[config.mk]
export PLATFORM = sky130hd
export DESIGN_NAME = stream_demux4_flat
export DESIGN_NICKNAME = d
export VERILOG_FILES = /design/src/rtl/stream_demux4_if.sv /design/src/rtl/stream_demux4.sv /design/src/flat_wrapper.sv
export SDC_FILE = /design/constraint.sdc
export NUM_CORES = 1
export LEC_CHECK = 0
export CORE_ASPECT_RATIO = 0.8
export CORE_MARGIN = 2
export CORE_UTILIZATION = 35
export CTS_CLUSTER_SIZE = 10
export DETAILED_ROUTE_END_ITERATION = 12
export MAX_ROUTING_LAYER = met4
export PLACE_DENSITY = 0.66
export SLEW_MARGIN = 20
export SYNTH_ARGS = -nofsm -noshare
export SYNTH_HDL_FRONTEND = slang
export SYNTH_SLANG_ARGS = --single-unit
[constraint.sdc]
create_clock -name clk -period 1.6 [get_ports clk]
set_clock_uncertainty 0.1 [all_clocks]
set_input_delay 0.32 -clock clk [delete_from_list [all_inputs] [get_ports clk]]
set_output_delay 0.32 -clock clk [all_outputs]
set_load 0.02 [all_outputs]
[src/rtl/stream_demux4_if.sv]
// Handshake bundle between one shared source, the 1:4 demux and its four consumers.
// slave  : the demux view (takes the input stream and the channel ready signals, drives the channels).
// master : the environment view (source plus the four consumers), the mirror image of slave.
interface stream_demux4_if #(
    parameter int WIDTH = 1,
    parameter int CNT_W = 8
);
    // Input stream and select
    logic             in_valid;
    logic             in_ready;
    logic [WIDTH-1:0] in_data;
    logic             addr0;
    logic             addr1;

    // Output channels
    logic [WIDTH-1:0] out0, out1, out2, out3;
    logic             valid0, valid1, valid2, valid3;
    logic             ready0, ready1, ready2, ready3;

    // Delivered-beat counters and their clear
    logic [CNT_W-1:0] cnt0, cnt1, cnt2, cnt3;
    logic             clr_cnt;

    modport slave (
        input  in_valid, in_data, addr0, addr1,
        input  ready0, ready1, ready2, ready3,
        input  clr_cnt,
        output in_ready,
        output out0, out1, out2, out3,
        output valid0, valid1, valid2, valid3,
        output cnt0, cnt1, cnt2, cnt3
    );

    modport master (
        output in_valid, in_data, addr0, addr1,
        output ready0, ready1, ready2, ready3,
        output clr_cnt,
        input  in_ready,
        input  out0, out1, out2, out3,
        input  valid0, valid1, valid2, valid3,
        input  cnt0, cnt1, cnt2, cnt3
    );
endinterface

[src/rtl/stream_demux4.sv]
// Routes each accepted input beat to one of four channels chosen by {addr1, addr0}.
// Latency: 1 cycle from accept to valid on the selected channel.
// Backpressure: in_ready = !full[sel] || ready[sel]; a full channel that drains may take a new beat the same cycle.
//
// Ports: clk, reset_n (async active-low) as plain ports; everything else via bus (stream_demux4_if.slave):
//   in_valid/in_ready/in_data, addr0/addr1 select, out0..3/valid0..3/ready0..3 channels,
//   cnt0..3 saturating delivered-beat counters, clr_cnt synchronous counter clear.
module stream_demux4 #(
    parameter int WIDTH = 1,
    parameter int CNT_W = 8
) (
    input logic            clk,
    input logic            reset_n,
    stream_demux4_if.slave bus
);
    localparam logic [CNT_W-1:0] CNT_MAX = '1;

    logic [1:0]       w_sel;
    logic [3:0]       w_out_rdy;
    logic             w_in_rdy;
    logic             w_acc;
    logic [3:0]       w_acc_ch;
    logic [3:0]       w_drain;

    logic [3:0]       r_full;
    logic [WIDTH-1:0] r_hold [4];
    logic [CNT_W-1:0] r_cnt  [4];

    assign w_sel     = {bus.addr1, bus.addr0};
    assign w_out_rdy = {bus.ready3, bus.ready2, bus.ready1, bus.ready0};

    // Ready depends only on the selected channel's state and its consumer, never on in_valid.
    assign w_in_rdy  = !r_full[w_sel] || w_out_rdy[w_sel];
    assign w_acc     = bus.in_valid && w_in_rdy;
    assign w_acc_ch  = w_acc ? (4'b0001 << w_sel) : 4'b0000;
    assign w_drain   = r_full & w_out_rdy;

    always_ff @(posedge clk or negedge reset_n) begin
        if (!reset_n) begin
            r_full <= '0;
            for (int i = 0; i < 4; i++) begin
                r_hold[i] <= '0;
                r_cnt[i]  <= '0;
            end
        end else begin
            for (int i = 0; i < 4; i++) begin
                // An accept wins over a same-cycle drain: the slot is refilled and stays full.
                if (w_acc_ch[i]) begin
                    r_hold[i] <= bus.in_data;
                    r_full[i] <= 1'b1;
                end else if (w_drain[i]) begin
                    r_full[i] <= 1'b0;
                end

                // Clear has priority, so a beat drained in the clear cycle is not counted.
                if (bus.clr_cnt) begin
                    r_cnt[i] <= '0;
                end else if (w_drain[i] && (r_cnt[i] != CNT_MAX)) begin
                    r_cnt[i] <= r_cnt[i] + CNT_W'(1);
                end
            end
        end
    end

    assign bus.in_ready = w_in_rdy;

    assign bus.out0   = r_hold[0];
    assign bus.out1   = r_hold[1];
    assign bus.out2   = r_hold[2];
    assign bus.out3   = r_hold[3];

    assign bus.valid0 = r_full[0];
    assign bus.valid1 = r_full[1];
    assign bus.valid2 = r_full[2];
    assign bus.valid3 = r_full[3];

    assign bus.cnt0   = r_cnt[0];
    assign bus.cnt1   = r_cnt[1];
    assign bus.cnt2   = r_cnt[2];
    assign bus.cnt3   = r_cnt[3];
endmodule

[src/flat_wrapper.sv]
// flat-port wrapper written by rule: the top's interface ports become plain ports
module stream_demux4_flat 
#(
    parameter int WIDTH = 1,
    parameter int CNT_W = 8
)
  (clk, reset_n, bus_in_valid, bus_in_data, bus_addr0, bus_addr1, bus_ready0, bus_ready1, bus_ready2, bus_ready3, bus_clr_cnt, bus_in_ready, bus_out0, bus_out1, bus_out2, bus_out3, bus_valid0, bus_valid1, bus_valid2, bus_valid3, bus_cnt0, bus_cnt1, bus_cnt2, bus_cnt3);
  stream_demux4_if #(.WIDTH(WIDTH), .CNT_W(CNT_W)) bus_i ();
  input logic clk;
  input logic reset_n;
  input wire logic [$bits(bus_i.in_valid)-1:0] bus_in_valid;
  input wire logic [$bits(bus_i.in_data)-1:0] bus_in_data;
  input wire logic [$bits(bus_i.addr0)-1:0] bus_addr0;
  input wire logic [$bits(bus_i.addr1)-1:0] bus_addr1;
  input wire logic [$bits(bus_i.ready0)-1:0] bus_ready0;
  input wire logic [$bits(bus_i.ready1)-1:0] bus_ready1;
  input wire logic [$bits(bus_i.ready2)-1:0] bus_ready2;
  input wire logic [$bits(bus_i.ready3)-1:0] bus_ready3;
  input wire logic [$bits(bus_i.clr_cnt)-1:0] bus_clr_cnt;
  output wire logic [$bits(bus_i.in_ready)-1:0] bus_in_ready;
  output wire logic [$bits(bus_i.out0)-1:0] bus_out0;
  output wire logic [$bits(bus_i.out1)-1:0] bus_out1;
  output wire logic [$bits(bus_i.out2)-1:0] bus_out2;
  output wire logic [$bits(bus_i.out3)-1:0] bus_out3;
  output wire logic [$bits(bus_i.valid0)-1:0] bus_valid0;
  output wire logic [$bits(bus_i.valid1)-1:0] bus_valid1;
  output wire logic [$bits(bus_i.valid2)-1:0] bus_valid2;
  output wire logic [$bits(bus_i.valid3)-1:0] bus_valid3;
  output wire logic [$bits(bus_i.cnt0)-1:0] bus_cnt0;
  output wire logic [$bits(bus_i.cnt1)-1:0] bus_cnt1;
  output wire logic [$bits(bus_i.cnt2)-1:0] bus_cnt2;
  output wire logic [$bits(bus_i.cnt3)-1:0] bus_cnt3;
  assign bus_i.in_valid = bus_in_valid;
  assign bus_i.in_data = bus_in_data;
  assign bus_i.addr0 = bus_addr0;
  assign bus_i.addr1 = bus_addr1;
  assign bus_i.ready0 = bus_ready0;
  assign bus_i.ready1 = bus_ready1;
  assign bus_i.ready2 = bus_ready2;
  assign bus_i.ready3 = bus_ready3;
  assign bus_i.clr_cnt = bus_clr_cnt;
  assign bus_in_ready = bus_i.in_ready;
  assign bus_out0 = bus_i.out0;
  assign bus_out1 = bus_i.out1;
  assign bus_out2 = bus_i.out2;
  assign bus_out3 = bus_i.out3;
  assign bus_valid0 = bus_i.valid0;
  assign bus_valid1 = bus_i.valid1;
  assign bus_valid2 = bus_i.valid2;
  assign bus_valid3 = bus_i.valid3;
  assign bus_cnt0 = bus_i.cnt0;
  assign bus_cnt1 = bus_i.cnt1;
  assign bus_cnt2 = bus_i.cnt2;
  assign bus_cnt3 = bus_i.cnt3;
  stream_demux4 #(.WIDTH(WIDTH), .CNT_W(CNT_W)) u_core (.clk(clk), .reset_n(reset_n), .bus(bus_i));
endmodule
Yosys cells after proc, flatten, opt, wreduce, memory -nomap -nowiden

Index checks and enable logic that the tools add are counted.

Bits in registers: 40
Latch bits: 0
Memory bits (writable): 0
ROM bits: 0
Output and inout port bits: 41
Word-level logic and storage cells: 59
Memories kept: 0

Add/sub/neg operators: 4
$mul: 0
Div/mod/pow operators: 0
Magnitude comparators: 1
Equality and inequality tests: 4
Shift-type cells: 1
Multiplexer cells: 21
Bitwise operators: 1
Reduce and logical (&&, ||, !) cells: 15

Operators with widths:

| cell                                                | number |
|---|---|
| two-way mux 8 bit                                   | 8 |
| adder 8 x 1 -> 8 bit (second input constant)        | 4 |
| inequality test 8 bit (second input constant)       | 4 |
| nonzero test 2 bit                                  | 8 |
| two-way mux 1 bit                                   | 10 |
| logical AND 1 bit                                   | 5 |
| AND 4 bit                                           | 1 |
| binary-select mux 1 bit (select 2 bit)              | 2 |
| two-way mux 4 bit                                   | 1 |
| left shift 1 x 2 -> 4 bit (first input constant)    | 1 |
| < comparator 2 x 3 -> 1 bit (second input constant) | 1 |
| logical NOT 1 bit                                   | 1 |
| logical OR 1 bit                                    | 1 |

Depth between registers and ports, before layout

Depth after elaboration: 7
Depth in mapped cells: 5
Mapped depth without buffers: 5

Worst setup path after synthesis

No wires, ideal clock.

Kind: flip-flop to flip-flop
Start: register u_core.r_cnt (netlist bit u_core.bus.cnt3[0])
End: register u_core.r_cnt (netlist bit u_core.bus.cnt3[5])
Arrival time: 1612 ps
Data required time: 1422 ps
Slack: -190 ps
Stages on the path, launching flop included: 6
Buffers on the path: 0
Clock period less this slack: 1790 ps
Cells stage by stage: dfrtp_1 ha_1 nand4_1 o21ai_2 or4_1 a21oi_1

Cells in the longest elaborated chain, start to end: 3
Elaborated cells between the ends (all ways): 6
Those cells by class: 1 x add/sub; 1 x eq/ne; 2 x mux; 2 x reduce/logical

Ends and longest elaborated chain:

| element                                                       | RTL line                                 | text |
|---|---|---|
| start: declaration                                            | stream_demux4.sv:27                      | `logic [CNT_W-1:0] r_cnt [4];` |
| start signal: indexed assignment                              | stream_demux4.sv:59                      | `r_cnt[i] <= r_cnt[i] + CNT_W'(1);` |
| adder 8 x 1 -> 8 bit or inequality test 8 bit (tied branches) | stream_demux4.sv:59, stream_demux4.sv:58 |  |
| two-way mux 8 bit or logical AND 1 bit (tied branches)        | stream_demux4.sv:58                      | `end else if (w_drain[i] && (r_cnt[i] != CNT_MAX)) begin` |
| two-way mux 8 bit or nonzero test 2 bit (tied branches)       | -                                        |  |

Parallel ways exist; a longest one is shown, timed or not. The select of a mux whose other input is x is not followed.
A chain may end at the register's enable or synchronous reset.

Worst setup path in the final report

Start: register u_core.r_full[2]
End: output port bus_in_ready

Cells in the longest elaborated chain, start to end: 4

Ends and longest elaborated chain:

| element                                 | RTL line            | text |
|---|---|---|
| start: declaration                      | stream_demux4.sv:25 | `logic [3:0] r_full;` |
| start signal: assignment                | stream_demux4.sv:40 | `r_full <= '0;` |
| start signal: indexed assignment        | stream_demux4.sv:50 | `r_full[i] <= 1'b1;` |
| start signal: indexed assignment        | stream_demux4.sv:52 | `r_full[i] <= 1'b0;` |
| binary-select mux 1 bit (select 2 bit)  | stream_demux4.sv:33 | `assign w_in_rdy = !r_full[w_sel] \|\| w_out_rdy[w_sel];` |
| two-way mux 1 bit (implied by the code) | stream_demux4.sv:33 |  |
| logical NOT 1 bit                       | stream_demux4.sv:33 |  |
| logical OR 1 bit                        | stream_demux4.sv:33 |  |
| end: declaration                        | flat_wrapper.sv:20  | `output wire logic [$bits(bus_i.in_ready)-1:0] bus_in_ready;` |

Every way passes these cells. The select of a mux whose other input is x is not followed.

==> flow_results.xml <==
<?xml version="1.0" encoding="UTF-8"?>
<metrics>
  <group name="outcome">
    <metric name="status" unit="">finished with violations</metric>
    <metric name="violations" unit="">negative setup slack</metric>
  </group>
  <group name="place">
    <metric name="gp_congestion" unit="">0.801</metric>
    <metric name="post_dp_cell_area" unit="µm²">3110</metric>
    <metric name="dpl.hpwl" unit="µm">3800</metric>
    <metric name="io_buffers" unit="">51</metric>
    <metric name="placed_cells" unit="">371</metric>
    <metric name="detailedPlace.worstSlack" unit="ps">-882</metric>
  </group>
  <group name="synthesis">
    <metric name="most_used_dff_post_synth" unit="">dfrtp_1</metric>
    <metric name="async_flop_share" unit="%">100</metric>
    <metric name="count_of_different_cell_masters_after_synthesis" unit="">40</metric>
    <metric name="number_of_synthesized_flops_with_an_enable_pin" unit="">0</metric>
    <metric name="synthDominantAreaCellType" unit="">dfrtp_1</metric>
    <metric name="ys_top_cells_by_area" unit="">dfrtp_1, xor2_1, nor2_1</metric>
    <metric name="yosys_register_bits" unit="">40</metric>
    <metric name="synthDominantCellAreaShare" unit="%">47.3</metric>
    <metric name="synth.cell_area" unit="µm²">2110</metric>
    <metric name="yosysWarnings" unit="">0</metric>
    <metric name="seq_area_frac_synth" unit="%">47.3</metric>
    <metric name="synthesis.nets" unit="">217</metric>
    <metric name="post_synth.cell_area_avg" unit="µm²">10.5</metric>
    <metric name="gate_count_of_the_mapped_netlist" unit="">202</metric>
  </group>
  <group name="final_layout">
    <metric name="flow.area_growth_from_synthesis" unit="%">56.8</metric>
    <metric name="fin_util" unit="%">56.4</metric>
    <metric name="num-nets-final" unit="">321</metric>
    <metric name="final_cells" unit="">389</metric>
    <metric name="fraction_of_layout_cells_with_a_size_suffix_above_1" unit="%">38.1</metric>
    <metric name="layout_common_cells" unit="">buf_4, dlygate4sd2_1, nor2_1, dfrtp_1</metric>
    <metric name="design_area" unit="µm²">3320</metric>
    <metric name="mostFrequentLayoutCell" unit="">buf_4</metric>
  </group>
  <group name="detailed_routing">
    <metric name="via_density_per_instance" unit="">4.98</metric>
    <metric name="routed-via-count" unit="">1937</metric>
    <metric name="drt_drc_violations_left" unit="">0</metric>
    <metric name="drt_pre_antenna_iters" unit="">4</metric>
    <metric name="drt_first_iter_violations" unit="">44</metric>
    <metric name="antenna_violating_nets_post_route" unit="">0</metric>
    <metric name="dr_wl_cell" unit="µm">13.6</metric>
    <metric name="drt-total-wl" unit="µm">5290</metric>
  </group>
  <group name="grt">
    <metric name="grt_max_degree" unit="">41</metric>
    <metric name="grtUsageTotal" unit="%">16.7</metric>
    <metric name="grt_pass1_wl" unit="µm">8630</metric>
    <metric name="grt_antenna_before_repair" unit="">1</metric>
    <metric name="grt.overflow.total" unit="">0</metric>
    <metric name="vias_in_the_first_global_route" unit="">1901</metric>
  </group>
  <group name="timing">
    <metric name="max-slew-margin-rel" unit="%">81.4</metric>
    <metric name="maxSlewViolCount" unit="">0</metric>
    <metric name="post_route_clock_period_utilization" unit="%">122</metric>
    <metric name="peak_freq" unit="GHz">0.514</metric>
    <metric name="rsz_0062_raised_after_global_routing" unit="">yes</metric>
    <metric name="timing.final.setup_violations" unit="">2</metric>
    <metric name="totalNegativeSetupSlack" unit="ps">-363</metric>
    <metric name="post_layout_minimum_cycle_time" unit="ps">1950</metric>
    <metric name="timing.final.hold_violations" unit="">0</metric>
    <metric name="smallest_hold_slack" unit="ps">399</metric>
    <metric name="worst_slew_pin_slew" unit="ps">277</metric>
    <metric name="fin_ws" unit="ps">-346</metric>
  </group>
  <group name="die">
    <metric name="chipHeight" unit="µm">73.5</metric>
    <metric name="core_region_area" unit="µm²">5880</metric>
    <metric name="top_level_ports" unit="">52</metric>
    <metric name="floorplan.die.width" unit="µm">90.9</metric>
    <metric name="floorplan.initialDensity" unit="%">36.0</metric>
    <metric name="rows" unit="">25</metric>
    <metric name="fp.dieArea" unit="µm²">6680</metric>
  </group>
  <group name="clocking">
    <metric name="worstSkewPairLatency" unit="ps">290</metric>
    <metric name="cts_buf_count" unit="">5</metric>
    <metric name="cts_tree" unit="">built</metric>
    <metric name="cts.path.max_buffers" unit="">2</metric>
    <metric name="cts.htree.levels" unit="">2</metric>
    <metric name="clk_transition_reported_paths" unit="ps">80</metric>
    <metric name="ctsRootBufferMaster" unit="">clkbuf_8</metric>
    <metric name="clock_sink_count" unit="">40</metric>
  </group>
  <group name="power">
    <metric name="power.density_cell_area" unit="nW/µm²">648</metric>
    <metric name="vdd_ir_drop_max" unit="mV">0.370</metric>
    <metric name="power_leakage" unit="nW">1.55</metric>
    <metric name="power" unit="mW">2.15</metric>
  </group>
  <group name="setup_path">
    <metric name="kind_of_critical_path" unit="">flip-flop to output pin</metric>
    <metric name="crit_required" unit="ps">1180</metric>
    <metric name="crit_path_start_kind" unit="">flip-flop</metric>
    <metric name="timing.critical_path.to_type" unit="">output pin</metric>
    <metric name="worst_ep_arrival_time" unit="ps">1530</metric>
    <metric name="critical_path_peak_fanout" unit="">3</metric>
  </group>
  <group name="flow_run">
    <metric name="maxCapViolations" unit="">0</metric>
  </group>
  <group name="min_path">
    <metric name="hold_class" unit="">input port to flip-flop</metric>
  </group>
</metrics>
sequential cells by signal, indices dropped and copies added, names as in the netlist:
| name | count |
|---|---|
| u_core.r_full | 4 |
| u_core.bus.out0 | 1 |
| u_core.bus.cnt1 | 8 |
| u_core.bus.out3 | 1 |
| u_core.bus.out1 | 1 |
| u_core.bus.cnt3 | 8 |
| u_core.bus.cnt2 | 8 |
| u_core.bus.out2 | 1 |
| u_core.bus.cnt0 | 8 |
layout make-up:
cell class / count / area [µm²]
clock buffer: 8 / 90.1
fill: 545 / 2560
multi-input combinational: 156 / 1250
sequential: 40 / 1020
antenna: 1 / 2.50
inverter: 2 / 7.51
tap: 81 / 101
timing repair buffer: 101 / 842
synthesized netlist by cell type, types with 6 or more instances:
master    count
nand3_1      14
nor2_1       26
o31ai_1       6
and3_1        6
xor2_1       14
or4_1         7
a21oi_1       8
nand2_1       7
o211ai_1      9
o21ai_0       7
dfrtp_1      40
final timing paths:
kind	depth (start not counted)	slack (ps)	start	endpoint
setup / recovery	3	-350	u_core.r_full[2]$_DFFE_PN0P_	bus_in_ready
hold / removal	3	400	bus_ready2	u_core.r_full[2]$_DFFE_PN0P_
setup reg to reg	7	-20	u_core.bus.cnt3[0]$_DFFE_PN0P_	u_core.bus.cnt3[0]$_DFFE_PN0P_
hold reg to reg	1	410	u_core.bus.out0$_DFFE_PN0P_	u_core.bus.out0$_DFFE_PN0P_
max in group asynchronous	3	760	reset_n	u_core.bus.cnt2[2]$_DFFE_PN0P_
min in group asynchronous	3	430	reset_n	u_core.bus.cnt1[1]$_DFFE_PN0P_
kinds of logic (layout without fill, tap and decap cells):
group | after synthesis | after routing | synth area share, %
AOI/OAI and AO/OA | 36 | 36 | 12.7
muxes | 9 | 9 | 5.09
adders and majority gates | 4 | 4 | 2.37
xor gates and xnor gates | 15 | 15 | 6.21
other | 0 | 1 | 0
and+or+nand+nor | 92 | 92 | 25.2
DFF | 40 | 40 | 47.3
buffers and inverters | 6 | 111 | 1.07
repair_timing:
action	in CTS	in global routing
gates resized for setup	62	27
buffers inserted	5	3
hold endpoints to repair	40	0
endpoints found under the setup margin	46	24
hold buffers	1	0
pin swaps	0	13
worst max-delay path: stages (launching register included):
cell and delay [ps]:
dfrtp_2 350, or2b_4 260, mux4_2 470, buf_6 150
power by group:
part / total [mW] / switching [mW] / internal, mW / leakage, nW
sequential: 1.08 / 0.0276 / 1.05 / 0.523
combinational: 0.360 / 0.182 / 0.179 / 0.984
clock: 0.713 / 0.361 / 0.353 / 0.0455
total: 2.15 / 0.570 / 1.58 / 1.55
metal layers:
layer  vias to the layer above  share of wire (%)  track usage [%]
met4                         0               0.89             5.22
met3                         4                3.7             4.10
met1                       944                 47             21.1
met2                        31                 48             27.1
met5                         -                  0                -
li1                        958                  -                -
(Power assumes the default switching activity.)
